--- src/rtl/slow_division.sv ---
// Iterative unsigned restoring divider: one quotient bit per enabled clock,
// start/busy/done handshake, results held until the next completion.
module slow_division #(
  parameter int size = 16
) (
  input  logic            i_clk,
  input  logic            i_reset,
  input  logic            i_enable,
  input  logic            i_start,
  input  logic [size-1:0] i_dividend,
  input  logic [size-1:0] i_divisor,
  output logic            o_busy,
  output logic            o_done,
  output logic [size-1:0] o_quotient,
  output logic [size-1:0] o_remainder,
  output logic            o_div_by_zero
);

  // state  | meaning
  // S_IDLE | waiting for an enabled start; done pulse lives here
  // S_BUSY | one restoring iteration per enabled edge
  typedef enum logic {S_IDLE, S_BUSY} state_t;

  localparam int CW = $clog2(size);

  state_t          r_state;
  state_t          w_next_state;
  logic [size-1:0] r_rem;
  logic [size-1:0] r_shift;
  logic [size-1:0] r_divisor;
  logic [size-1:0] r_quotient;
  logic [size-1:0] r_remainder;
  logic [CW-1:0]   r_cnt;
  logic            r_done;
  logic            r_dbz;

  logic [size:0]   w_trial;
  logic [size:0]   w_diff;
  logic            w_qbit;
  logic [size-1:0] w_rem_next;
  logic            w_last;
  logic            w_accept;

  // Both operands are below 2^(size+1), so a clear borrow bit means trial >= divisor.
  assign w_trial    = {r_rem, r_shift[size-1]};
  assign w_diff     = w_trial - {1'b0, r_divisor};
  assign w_qbit     = ~w_diff[size];
  assign w_rem_next = w_qbit ? w_diff[size-1:0] : w_trial[size-1:0];
  assign w_last     = (r_cnt == CW'(size - 1));
  assign w_accept   = i_enable && i_start && (r_state == S_IDLE);

  always_ff @(posedge i_clk or negedge i_reset) begin
    if (!i_reset) begin
      r_state <= S_IDLE;
    end else begin
      r_state <= w_next_state;
    end
  end

  always_comb begin
    w_next_state = r_state;
    if (i_enable) begin
      case (r_state)
        S_IDLE:  if (i_start) w_next_state = S_BUSY;
        S_BUSY:  if (w_last)  w_next_state = S_IDLE;
        default: w_next_state = S_IDLE;
      endcase
    end
  end

  always_comb begin
    o_busy        = (r_state == S_BUSY);
    o_done        = r_done;
    o_quotient    = r_quotient;
    o_remainder   = r_remainder;
    o_div_by_zero = r_dbz;
  end

  always_ff @(posedge i_clk or negedge i_reset) begin
    if (!i_reset) begin
      r_rem       <= '0;
      r_shift     <= '0;
      r_divisor   <= '0;
      r_cnt       <= '0;
      r_quotient  <= '0;
      r_remainder <= '0;
      r_done      <= 1'b0;
      r_dbz       <= 1'b0;
    end else if (i_enable) begin
      r_done <= 1'b0;
      if (w_accept) begin
        r_shift   <= i_dividend;
        r_divisor <= i_divisor;
        r_rem     <= '0;
        r_cnt     <= '0;
      end else if (r_state == S_BUSY) begin
        r_rem   <= w_rem_next;
        r_shift <= {r_shift[size-2:0], w_qbit};
        r_cnt   <= r_cnt + CW'(1);
        if (w_last) begin
          r_quotient  <= {r_shift[size-2:0], w_qbit};
          r_remainder <= w_rem_next;
          r_dbz       <= (r_divisor == '0);
          r_done      <= 1'b1;
        end
      end
    end
  end

endmodule

--- config.mk ---
export PLATFORM = sky130hd
export DESIGN_NAME = slow_division
export DESIGN_NICKNAME = d
export VERILOG_FILES = /design/src/rtl/slow_division.sv
export SDC_FILE = /design/constraint.sdc
export NUM_CORES = 1
export LEC_CHECK = 0
export BUFFER_PORTS_ARGS = -buffer_cell sky130_fd_sc_hd__buf_2
export CAP_MARGIN = 30
export CORE_UTILIZATION = 57
export DETAILED_ROUTE_END_ITERATION = 16
export GPL_TIMING_DRIVEN = 0
export PLACE_DENSITY = 0.79
export RECOVER_POWER = 100
export SYNTH_ARGS = -nofsm -noshare
export SYNTH_HDL_FRONTEND = slang
export SYNTH_SLANG_ARGS = --single-unit
--- constraint.sdc ---
create_clock -name i_clk -period 3.27 [get_ports i_clk]
set_input_delay 0.1635 -clock i_clk [delete_from_list [all_inputs] [get_ports i_clk]]
set_output_delay 0.1635 -clock i_clk [all_outputs]
set_load 0.03 [all_outputs]
Yosys cells after proc, flatten, opt, wreduce, memory -nomap -nowiden

Index checks and enable logic that the tools add are counted.

Divide/modulo/power cells: 0
Reduce and logical (&&, ||, !) cells: 7
Bitwise operators: 3
Multipliers: 0
Shift-type cells: 0
Mux-type cells: 13
Add/sub/neg operators: 2
Eq/ne operators: 1
Order comparisons: 0

Operators with widths:

| cell                | number |
|---|---|
| $mux 16             | 5 |
| $sub 17x16->17      | 1 |
| $logic_not 16->1    | 1 |
| $mux 4              | 2 |
| $mux 1              | 5 |
| $add 4x1->4 const B | 1 |
| $eq 4x4->1 const B  | 1 |
| $reduce_and 2->1    | 2 |
| $reduce_and 4->1    | 1 |
| $not 1->1           | 3 |
| $logic_and 1x1->1   | 2 |
| $pmux 1 s2          | 1 |
| $reduce_bool 2->1   | 1 |

Bits of input ports: 36
Memory bits (writable): 0
Memories: 0
Logic and storage cells: 35
Flip-flop bits (word level): 87
Output and inout bits: 35
ROM bits: 0
Bits in latches: 0

Logic depth before layout (Yosys ltp)

Word-level depth: 4
Depth in mapped cells: 12
Mapped depth without buffers: 11

Worst setup path after synthesis

Ideal clock, no wire load.

Path type: flip-flop to flip-flop
From: register r_shift[15]
To: register r_remainder[10], in the netlist o_remainder[10]
Clock period less this slack: 2.764 ns
Cell stages (with the launch flop): 12
Buffers on the path: 0
Data required time: 3.145 ns
Setup time: 0.125 ns
Arrival time: 2.639 ns
Slack: 0.506 ns
Path through: dfrtp_1 inv_1 ha_1 inv_1 fa_1 a211oi_2 o21ai_4 a21oi_4 o21ai_4 xor2_4 mux2_4 mux2_2

Cells in the longest elaborated chain, start to end: 2

RTL lines:

| what                   | RTL line | source |
|---|---|---|
| start, declared        | 29       | `logic [size-1:0] r_shift;` |
| start signal, assigned | 92       | `r_shift <= i_dividend;` |
| start signal, assigned | 98       | `r_shift <= {r_shift[size-2:0], w_qbit};` |
| $sub 17x16->17         | 46       | `assign w_diff = w_trial - {1'b0, r_divisor};` |
| $mux 16                | 48       | `assign w_rem_next = w_qbit ? w_diff[size-1:0] : w_trial[size-1:0];` |
| end signal, assigned   | 102      | `r_remainder <= w_rem_next;` |
| end, declared          | 32       | `logic [size-1:0] r_remainder;` |

No other way between the ends.
A chain may end at the register's enable or synchronous reset.

Final worst setup path

Same ends and word-level chain as after synthesis.

==> results.py <==
metrics = {
    "status": {
        "status": "completed",
    },
    "yosys": {
        "syn_nets": 507,
        "synth_ff_type": "dfrtp_1",
        "synth_seq_cells": 87,
        "netlist_instances": 453,
        "synth_xor_area_frac": 0.02924,
        "synth_top_area_cell": "dfrtp_1",
        "synth_area_um2": 4536,
        "ys_seq_area_frac": 0.4800,
        "synthMuxAreaShare": 0.08138,
        "syn_avg_cell_area_um2": 10.01,
        "async_flop_share": 1.000,
        "synthTopCellsByArea": "dfrtp_1 (48%), o21ai_0 (5.8%), nand2_1 (5.0%)",
        "synth-adder-area-share": 0.05131,
        "synth_edf_count": 0,
        "yosysTopAreaCellShare": 0.4800,
        "synthSimpleGateAreaFrac": 0.1161,
        "yosys_warnings": 0,
        "synth_cell_types": 56,
        "synth-compound-area-share": 0.1937,
        "synth_top_family_by_area": "compound AO/OA/AOI/OAI gates",
    },
    "floorplan": {
        "fp.dieW_um": 91.21,
        "core_region_area_um2": 7727,
        "num_io_pins": 71,
        "num_rows": 32,
        "initial_core_util": 0.5869,
        "dieHeight_um": 91.21,
        "dieArea_um2": 8318,
    },
    "cts": {
        "cts.sinks": 87,
        "clock_latency_ps": 360,
        "htreeDepth": 3,
        "clk_pin_slew_ps": 90,
        "cts_made_buffers": 9,
        "cts_setup_buffers": 0,
        "cts.path.max_buffers": 2,
        "cts_tree": "built",
        "clockRootBuffer": "clkbuf_8",
    },
    "sta": {
        "clock_skew_ps": 9.913,
        "max_freq_mhz": 321.1,
        "rsz0062_at_grt": "no",
        "max_slew_margin": 0.03837,
        "finalCritPeriodShare": 0.9524,
        "fin_crit_ps": 3114,
        "hold_ws_ps": 6.395,
        "setup-tns-final_ps": 0,
        "setup_viol": 0,
        "slew_violations": 0,
        "hold_violations": 0,
        "worst_pin_slew_ps": 1442,
    },
    "placement": {
        "placed_area_um2": 5039,
        "hpwl_mm": 8.012,
        "gp_congestion": 0.8643,
        "io_buffers": 69,
    },
    "power": {
        "p_total_mw": 5.766,
        "power.leakage_nw": 2.369,
        "vdd.ir_drop.worst_mv": 0.5577,
        "power-per-cell-area_nw_per_um2": 1100,
    },
    "layout": {
        "utilization": 0.6781,
        "syn2layout_area_growth_pct": 15.53,
        "layout_common_cells": "dfrtp_1 (87), o21ai_0 (68), nand2_1 (60)",
        "nNetsFinal": 589,
        "drive_gt1_frac": 0.1556,
        "antenna_cells": 0,
        "fin_area_um2": 5240,
        "layout_commonest_cell": "dfrtp_1",
    },
    "setup_path": {
        "crit_arrival_ps": 3370,
        "crit_type": "reg -> reg",
        "startpoint_type": "flip-flop",
        "cp_cell_sequence": "inv_1 > ha_1 > inv_1 > fa_1 > a211oi_2 > o21ai_4 > a21oi_4 > o21ai_4 > xor2_4 > mux2_4 > mux2_2",
        "critPathMaxStageDelay_ps": 440,
        "critPathRequiredTime_ps": 3520,
        "path_buf_inv": 2,
        "critPathCaptureType": "flip-flop",
        "crit_fanout": 9,
        "r2r_cells": 11,
        "cp_top_family": "compound AO/OA/AOI/OAI gates",
        "cp_num_cells": 11,
        "crit_path_top_delay_cell": "fa_1",
    },
    "global_routing": {
        "grt_max_degree": 65,
        "antenna_found_initial": 0,
        "met2_usage": 0.4590,
        "grt-ovfl-total": 0,
        "grt.met3_usage": 0.05276,
        "grt_usage": 0.2715,
        "grt_pass1_vias": 3791,
        "grt_pass1_wl_mm": 17.63,
        "busiest_layer": "met2",
        "use_met1": 0.3350,
    },
    "drt": {
        "drc_errors": 0,
        "viasPerCell": 5.734,
        "wl_per_cell_um": 16.70,
        "ant_nets": 0,
        "drtIter0Drc": 133,
        "drt_wl_total_mm": 10.72,
        "vias": 3681,
        "firstDrtPassIters": 4,
    },
    "min_path": {
        "hold_class": "in -> reg",
        "min_delay_path_depth": 3,
    },
    "job": {
        "drv_cap": 0,
    },
}
registers in the layout, summed over array words and instances (netlist names), 4 cells and up:
signal	flops
r_shift	16
o_quotient	16
r_rem	16
o_remainder	16
r_cnt	4
r_divisor	16
cells in the mapped netlist, drive strengths merged, types with 4 or more instances:
cell type / n
nand3: 8
nor4: 4
ha: 17
o22ai: 15
inv: 22
o21ai: 73
buf: 6
nand2: 60
mux2i: 14
a21o: 6
dfrtp: 87
nor3: 4
clkbuf: 16
a21oi: 31
mux2: 20
xnor2: 5
nand3b: 14
xor2: 8
nor2: 8
per-stage QoR:
stage | setup WS (ps) | cells
after global routing | 11.88 | 642
after global placement | 221.6 | 624
after detailed placement | 204.9 | 625
after floorplan | 506.1 | 453
after CTS | 172.1 | 642
final | 155.7 | 642
logic make-up after synthesis:
group | after synthesis
and+or+nand+nor | 109
DFF | 87
xor gates and xnor gates | 13
AOI/OAI and AO/OA | 146
adders and majority gates | 18
buffers and inverters | 46
muxes | 34
per-layer routing:
| layer | part of all wire | vias up |
|---|---|---|
| li1 | - | 1778 |
| met4 | 0.031 | 0 |
| met2 | 0.49 | 105 |
| met5 | 0 | - |
| met3 | 0.045 | 29 |
| met1 | 0.43 | 1769 |
power breakdown:
| group | switching, mW | internal [mW] | leakage [nW] |
|---|---|---|---|
| Sequential | 0.336 | 1.51 | 1.06 |
| Clock | 0.402 | 0.514 | 0.119 |
| Combinational | 1.82 | 1.19 | 1.19 |
worst reg2reg max path, stage by stage (launching register included):
cell and delay [ps]:
dfrtp_1 400, inv_1 90, ha_1 170, inv_1 60, fa_1 440, a211oi_2 310, o21ai_4 130, a21oi_4 250
o21ai_4 110, xor2_4 410, mux2_4 370, mux2_2 260
path summary, 6_finish.rpt:
kind | to | slack [ps] | start
worst max-delay path | o_remainder[10] | 160 | r_shift[15]
worst min-delay path | r_divisor[13] | 6 | i_divisor[13]
worst max register to register | o_remainder[10] | 160 | r_shift[15]
worst min register to register | o_remainder[12] | 490 | o_remainder[12]
max in group asynchronous | o_quotient[10] | 1650 | i_reset
min in group asynchronous | o_remainder[8] | 660 | i_reset
what timing repair did:
action | in CTS | in global routing
gates resized for setup | 0 | 0
endpoints found under the hold margin | 23 | 0
hold buffers | 1 | 0
final cells by class:
type,count,area [um^2]
buffer,24,136.4
clock buffer,10,127.6
clock inverter,6,117.6
fill,632,2487
inverter,22,82.58
multi-input combinational,320,2133
sequential,87,2177
tap,102,127.6
timing repair buffer,71,337.8
(Power assumes the default switching activity.)
